<file path="src/rtl/fir_seq_pkg.sv">
// Shared opcode/register constants, sequencer state encoding and the
// state-to-micro-op decode used by fir_sequencer.
package fir_seq_pkg;

  localparam logic [2:0] OP_NOP   = 3'd0;
  localparam logic [2:0] OP_COPY  = 3'd1;
  localparam logic [2:0] OP_LOAD1 = 3'd2;
  localparam logic [2:0] OP_LOAD2 = 3'd3;
  localparam logic [2:0] OP_ADD   = 3'd4;
  localparam logic [2:0] OP_SUB   = 3'd5;
  localparam logic [2:0] OP_MUL   = 3'd6;

  localparam logic [3:0] R_ACC = 4'd0;
  localparam logic [3:0] R_S1  = 4'd1;
  localparam logic [3:0] R_S2  = 4'd2;
  localparam logic [3:0] R_S3  = 4'd3;
  localparam logic [3:0] R_S4  = 4'd4;
  localparam logic [3:0] R_C0  = 4'd5;
  localparam logic [3:0] R_C1  = 4'd6;
  localparam logic [3:0] R_C2  = 4'd7;
  localparam logic [3:0] R_C3  = 4'd8;
  localparam logic [3:0] R_TMP = 4'd10;

  // SH3..A3 must stay contiguous: the sample sequence advances by +1.
  typedef enum logic [3:0] {
    IDLE, SH3, SH2, SH1, STORE, M0, M1, A1, M2, A2, M3, A3, LDC, ERROR
  } state_t;

  typedef struct packed {
    logic [2:0] op;
    logic [3:0] src1;
    logic [3:0] src2;
    logic [3:0] dest;
  } uop_t;

  function automatic uop_t decode(state_t s, logic hpf, logic [1:0] cidx);
    uop_t       u;
    logic [2:0] acc_op;
    acc_op = hpf ? OP_SUB : OP_ADD;
    u      = '0;
    case (s)
      SH3:     u = '{op: OP_COPY,  src1: R_S3,  src2: R_ACC, dest: R_S4};
      SH2:     u = '{op: OP_COPY,  src1: R_S2,  src2: R_ACC, dest: R_S3};
      SH1:     u = '{op: OP_COPY,  src1: R_S1,  src2: R_ACC, dest: R_S2};
      STORE:   u = '{op: OP_LOAD1, src1: R_ACC, src2: R_ACC, dest: R_S1};
      M0:      u = '{op: OP_MUL,   src1: R_S1,  src2: R_C0,  dest: R_ACC};
      M1:      u = '{op: OP_MUL,   src1: R_S2,  src2: R_C1,  dest: R_TMP};
      A1:      u = '{op: acc_op,   src1: R_ACC, src2: R_TMP, dest: R_ACC};
      M2:      u = '{op: OP_MUL,   src1: R_S3,  src2: R_C2,  dest: R_TMP};
      A2:      u = '{op: OP_ADD,   src1: R_ACC, src2: R_TMP, dest: R_ACC};
      M3:      u = '{op: OP_MUL,   src1: R_S4,  src2: R_C3,  dest: R_TMP};
      A3:      u = '{op: acc_op,   src1: R_ACC, src2: R_TMP, dest: R_ACC};
      LDC:     u = '{op: OP_LOAD2, src1: R_ACC, src2: R_ACC, dest: R_C0 + {2'b00, cidx}};
      default: u = '0;
    endcase
    return u;
  endfunction

endpackage

</file>
<file path="src/rtl/fir_sequencer_if.sv">
// Sequencer <-> datapath bus: request levels in, micro-op and status out.
interface fir_sequencer_if;
  logic       data_ready;
  logic       load_coeff;
  logic       overflow;
  logic [2:0] op;
  logic [3:0] src1;
  logic [3:0] src2;
  logic [3:0] dest;
  logic       modwait;
  logic       cnt_up;
  logic       clear;
  logic       err;
  logic [1:0] coeff_idx;

  modport master (
    input  data_ready, load_coeff, overflow,
    output op, src1, src2, dest, modwait, cnt_up, clear, err, coeff_idx
  );

  modport slave (
    output data_ready, load_coeff, overflow,
    input  op, src1, src2, dest, modwait, cnt_up, clear, err, coeff_idx
  );
endinterface

</file>
<file path="src/rtl/fir_sequencer_rise_detect.sv">
// Rising-edge detector against a registered copy of the input level.
module rise_detect (
  input  logic clk,
  input  logic n_rst,
  input  logic sig,
  output logic rise
);

  logic prev;

  always_ff @(posedge clk or negedge n_rst) begin
    if (!n_rst) prev <= 1'b0;
    else        prev <= sig;
  end

  assign rise = sig & ~prev;

endmodule

</file>
<file path="src/rtl/fir_sequencer.sv">
// 4-tap FIR control sequencer: turns sample/coefficient requests into
// datapath micro-ops, with one-deep request queuing and overrun/overflow error.
module fir_sequencer
  import fir_seq_pkg::*;
#(
  parameter int HIGH_PASS_FILTER = 0
) (
  input logic             clk,
  input logic             n_rst,
  fir_sequencer_if.master bus
);

  localparam logic HPF = (HIGH_PASS_FILTER != 0);

  state_t     state;
  logic       dr_rise, lc_rise;
  logic       sample_pend, coeff_pend, overrun;
  logic       sp_n, cp_n, ov_n;
  logic       ovf_win;
  logic [1:0] coeff_idx;
  uop_t       uop;

  rise_detect u_dr_rise (.clk(clk), .n_rst(n_rst), .sig(bus.data_ready), .rise(dr_rise));
  rise_detect u_lc_rise (.clk(clk), .n_rst(n_rst), .sig(bus.load_coeff), .rise(lc_rise));

  // Flags as they stand once this cycle's edges are recorded while busy.
  assign sp_n    = sample_pend | dr_rise;
  assign ov_n    = overrun | (sample_pend & dr_rise);
  assign cp_n    = coeff_pend | lc_rise;
  assign ovf_win = (state >= M0) && (state <= A3);

  always_ff @(posedge clk or negedge n_rst) begin
    if (!n_rst) begin
      state       <= IDLE;
      sample_pend <= 1'b0;
      coeff_pend  <= 1'b0;
      overrun     <= 1'b0;
      coeff_idx   <= 2'd0;
    end else begin
      case (state)
        IDLE: begin
          if (sample_pend | dr_rise) begin
            state       <= SH3;
            sample_pend <= 1'b0;
            coeff_pend  <= cp_n;
          end else if (cp_n) begin
            state      <= LDC;
            coeff_pend <= 1'b0;
          end
        end
        ERROR: begin
          if (dr_rise) begin
            state      <= SH3;
            overrun    <= 1'b0;
            coeff_pend <= cp_n;
          end else if (lc_rise) begin
            state      <= LDC;
            overrun    <= 1'b0;
            coeff_pend <= 1'b0;
          end
        end
        default: begin
          sample_pend <= sp_n;
          coeff_pend  <= cp_n;
          overrun     <= ov_n;
          if (state == LDC) coeff_idx <= coeff_idx + 2'd1;
          if (ovf_win && bus.overflow) begin
            state       <= ERROR;
            sample_pend <= 1'b0;
            coeff_pend  <= 1'b0;
          end else if (state == A3 || state == LDC) begin
            if (ov_n) begin
              state       <= ERROR;
              sample_pend <= 1'b0;
              coeff_pend  <= 1'b0;
            end else if (sp_n) begin
              state       <= SH3;
              sample_pend <= 1'b0;
            end else if (cp_n) begin
              state      <= LDC;
              coeff_pend <= 1'b0;
            end else begin
              state <= IDLE;
            end
          end else begin
            state <= state_t'(state + 4'd1);
          end
        end
      endcase
    end
  end

  assign uop           = decode(state, HPF, coeff_idx);
  assign bus.op        = uop.op;
  assign bus.src1      = uop.src1;
  assign bus.src2      = uop.src2;
  assign bus.dest      = uop.dest;
  assign bus.modwait   = (state != IDLE) && (state != ERROR);
  assign bus.cnt_up    = (state == STORE);
  assign bus.clear     = (state == LDC) && (coeff_idx == 2'd0);
  assign bus.err       = (state == ERROR);
  assign bus.coeff_idx = coeff_idx;

endmodule

</file>
<file path="src/flat_wrapper.sv">
// flat-port wrapper written by rule: the top's interface ports become plain ports
module fir_sequencer_flat import fir_seq_pkg::*;
#(
  parameter int HIGH_PASS_FILTER = 0
)
  (clk, n_rst, bus_data_ready, bus_load_coeff, bus_overflow, bus_op, bus_src1, bus_src2, bus_dest, bus_modwait, bus_cnt_up, bus_clear, bus_err, bus_coeff_idx);
  fir_sequencer_if bus_i ();
  input logic clk;
  input logic n_rst;
  input wire logic [$bits(bus_i.data_ready)-1:0] bus_data_ready;
  input wire logic [$bits(bus_i.load_coeff)-1:0] bus_load_coeff;
  input wire logic [$bits(bus_i.overflow)-1:0] bus_overflow;
  output wire logic [$bits(bus_i.op)-1:0] bus_op;
  output wire logic [$bits(bus_i.src1)-1:0] bus_src1;
  output wire logic [$bits(bus_i.src2)-1:0] bus_src2;
  output wire logic [$bits(bus_i.dest)-1:0] bus_dest;
  output wire logic [$bits(bus_i.modwait)-1:0] bus_modwait;
  output wire logic [$bits(bus_i.cnt_up)-1:0] bus_cnt_up;
  output wire logic [$bits(bus_i.clear)-1:0] bus_clear;
  output wire logic [$bits(bus_i.err)-1:0] bus_err;
  output wire logic [$bits(bus_i.coeff_idx)-1:0] bus_coeff_idx;
  assign bus_i.data_ready = bus_data_ready;
  assign bus_i.load_coeff = bus_load_coeff;
  assign bus_i.overflow = bus_overflow;
  assign bus_op = bus_i.op;
  assign bus_src1 = bus_i.src1;
  assign bus_src2 = bus_i.src2;
  assign bus_dest = bus_i.dest;
  assign bus_modwait = bus_i.modwait;
  assign bus_cnt_up = bus_i.cnt_up;
  assign bus_clear = bus_i.clear;
  assign bus_err = bus_i.err;
  assign bus_coeff_idx = bus_i.coeff_idx;
  fir_sequencer #(.HIGH_PASS_FILTER(HIGH_PASS_FILTER)) u_core (.clk(clk), .n_rst(n_rst), .bus(bus_i));
endmodule
</file>
<file path="config.mk">
export PLATFORM = sky130hd
export DESIGN_NAME = fir_sequencer_flat
export DESIGN_NICKNAME = d
export VERILOG_FILES = /design/src/rtl/fir_seq_pkg.sv /design/src/rtl/fir_sequencer_if.sv /design/src/rtl/fir_sequencer_rise_detect.sv /design/src/rtl/fir_sequencer.sv /design/src/flat_wrapper.sv
export SDC_FILE = /design/constraint.sdc
export NUM_CORES = 1
export LEC_CHECK = 0
export CAP_MARGIN = 25
export CORE_ASPECT_RATIO = 1.1
export CORE_MARGIN = 3
export CORE_UTILIZATION = 45
export DETAILED_ROUTE_END_ITERATION = 8
export GPL_ROUTABILITY_DRIVEN = 0
export PLACE_DENSITY = 0.76
export SLEW_MARGIN = 25
export SYNTH_ARGS = -nofsm -noshare
export SYNTH_HDL_FRONTEND = slang
export SYNTH_HIERARCHICAL = 1
export SYNTH_SLANG_ARGS = --single-unit
</file>
<file path="constraint.sdc">
create_clock -name clk -period 1.8 [get_ports clk]
set_input_delay 0.36 -clock clk [delete_from_list [all_inputs] [get_ports clk]]
set_output_delay 0.36 -clock clk [all_outputs]
set_load 0.01 [all_outputs]
</file>
==> flow_summary.json <==
{
  "p_seq_share_pct": 11.6,
  "start_util_pct": 48.2,
  "multi_input_comb_area_um2": 967,
  "synth_area_per_cell_um2": 8.02,
  "clock_sink_count": 11,
  "place_hpwl_mm": 2.50,
  "vias": 1431,
  "rsz0062_at_grt": "yes",
  "drt-pass1-iter-count": 4,
  "cpMostUsedCell": "buf_6",
  "hold_class": "input port to async pin",
  "ys_types": 48,
  "clock.fmax_mhz": 479,
  "die_x_um": 53.3,
  "powerDensity_nw_per_um2": 2160,
  "port_buffers": 24,
  "max_stage_delay_ns": 0.42,
  "finClkSkew_ns": 0.00286,
  "cts_buffers": 3,
  "fin_nets": 214,
  "synth-edff-count": 0,
  "internal-power_uw": 2180,
  "cts_tree": "built",
  "regArea_um2": 279,
  "outcome": "finished, violations left",
  "clockRootBuffer": "clkbuf_4",
  "slew_viol_final": 0,
  "grt_usage_pct": 27.4,
  "timing.final.crit_period_ns": 2.09,
  "vdd.ir_drop.worst_v": 0.00125,
  "nFillCells": 141,
  "design_area_um2": 1920,
  "wire_per_inst_um": 20.1,
  "overflow": 0,
  "antennaDiodeCount": 0,
  "switching_share_pct": 47.4,
  "layout.cells.non_filler": 232,
  "io_pins": 26,
  "drv_cap": 0,
  "finalHoldViolations": 0,
  "p_comb_share_pct": 84.7,
  "arrival_ns": 1.73,
  "grt_pass1_vias": 1432,
  "ys_seq_area_share_pct": 24.9,
  "dpl.cell_count": 218,
  "syn_nets": 149,
  "grt_max_degree": 12,
  "fin_util_pct": 83.6,
  "yosysWarnings": 6,
  "cts_buffer_depth": 2,
  "clk_pin_slew_ns": 0.06,
  "vias_per_cell": 6.17,
  "area_growth_pct": 73.3,
  "wl_mm": 4.66,
  "antenna_found_initial": 0,
  "layout_setup_ws_ns": -0.286,
  "crit_fanout": 4,
  "drtIter0Drc": 50,
  "place_area_um2": 1590,
  "finalCritPeriodShare_pct": 116,
  "finalSetupViolCount": 17,
  "synth.cell_area_um2": 1110,
  "core_um2": 2300,
  "layout.cells.most_common_list": "buf_4 (41), buf_2 (13), buf_6 (9)",
  "dieArea_um2": 3090,
  "ys_ff_latch": 11,
  "critPathKind": "register to primary output",
  "rows": 18,
  "route.detailed.drc": 0,
  "power_frac_clock_pct": 3.7,
  "pre_cts_ws_ns": -0.363,
  "leakage_uw": 0.000866,
  "grt_pass1_wl_mm": 6.45,
  "worstPathCellList": "buf_6 > ha_4 > buf_6 > nor4_4 > o22ai_1 > buf_2",
  "htree_levels": 1,
  "dieHeight_um": 58.0,
  "synth_ff_type": "dfrtp_1",
  "final_antenna_net_count": 0,
  "insertion_delay_ns": 0.25,
  "critPathLaunchType": "register",
  "critPathSlowestCell": "dfrtp_1",
  "async_flop_share_pct": 100,
  "final_common_cell": "buf_4",
  "worstPathRequired_ns": 1.44,
  "layout-drive-gt1-share_pct": 57.4,
  "violations": "setup timing",
  "synthCells": 138,
  "endpoint_kind": "primary output",
  "power.net_switching_uw": 1970
}
-- worst max-delay path, delay by kind of cell, from the launching register on --
family / cells / cell delay (ns)
fa+ha+maj: 1 / 0.18
simple gates: 1 / 0.29
buf+inv: 3 / 0.44
compound gates: 1 / 0.14
flops: 1 / 0.42
-- final timing paths --
| kind | endpoint | from | slack (ns) | depth (start not counted) |
|---|---|---|---|---|
| max reg2reg | u_core/state[0] | u_core/state[0] | -0.07 | 9 |
| min | u_core/bus.coeff_idx[0] | n_rst | 0.42 | 1 |
| min in group clk | u_core/u_dr_rise/prev | bus_data_ready | 0.58 | 1 |
| min reg2reg | u_core/bus.coeff_idx[1] | u_core/bus.coeff_idx[1] | 0.61 | 1 |
| max in group asynchronous | u_core/state[3] | n_rst | 1.04 | 1 |
| max | bus_op[2] | u_core/state[0] | -0.29 | 6 |
-- flip-flops by register name, summed over array words and instances, names as in the netlist --
register               flops
u_core/bus.coeff_idx       2
u_core/coeff_pend          1
u_core/u_dr_rise/prev      1
u_core/sample_pend         1
u_core/u_lc_rise/prev      1
u_core/state               4
u_core/overrun             1
-- Yosys cell counts, drive strengths merged (4+ instances only) --
cell type | number | area, µm²
inv | 9 | 33.8
nor3 | 4 | 20.0
nand3 | 5 | 30.0
nor2 | 10 | 37.5
ha | 6 | 75.1
dfrtp | 11 | 275
nor2b | 4 | 40.0
o21ai | 14 | 70.1
mux2i | 5 | 50.1
a21oi | 12 | 63.8
o22ai | 4 | 25.0
buf | 10 | 67.6
nand2 | 7 | 28.8
-- per-layer routing --
metal	GRT usage, %	part of all wire, %	vias up
li1	-	-	625
met1	28.4	36	696
met2	51.8	53	85
met3	4.11	6.8	25
met4	12.4	4.5	0
met5	0	0	-
-- repair_timing --
item                                   in CTS  in global routing
setup endpoints to repair                  25                 24
hold buffers                                0                  0
resized for setup                         113                 34
pin swaps                                  14                 14
setup buffers                              10                  1
endpoints found under the hold margin       0                  0
cloned                                      0                  0
-- final cells by class --
class                      count  share of cell area, %
inverter                      10                   2.28
clock buffer                   4                   1.37
tap                           30                   1.96
sequential                    11                   14.5
timing repair buffer          71                   29.5
multi-input combinational    106                   50.4
-- cells by family after synthesis --
kind of cell	count (synthesis)	synth area share, %
AO/OA/AOI/OAI	46	26.2
AND/OR/NAND/NOR	43	23.1
buffers and inverters	21	9.83
flip-flops	11	24.9
multiplexers	7	6.55
adder cells (fa/ha/maj)	6	6.78
XOR/XNOR	3	2.37
other	1	0.339
-- through the flow --
step                      power [µW]  TNS [ns]  hold WS (ns)
after floorplan                 1790         0        0.0644
after global placement          2920     -4.04         0.543
after detailed placement        2990     -5.17         0.565
after CTS                       3530     -1.89         0.422
after global routing            4380     -3.97         0.433
final                           4150     -2.37         0.423
-- power by group through the flow --
stage	clock (µW)	combinational, µW	sequential, µW
floorplan	0	1340	449
global placement	0	2460	466
detailed placement	0	2510	477
CTS	166	2910	450
global route	172	3720	491
finish	154	3510	482
Power figures use the tool's default switching activity.
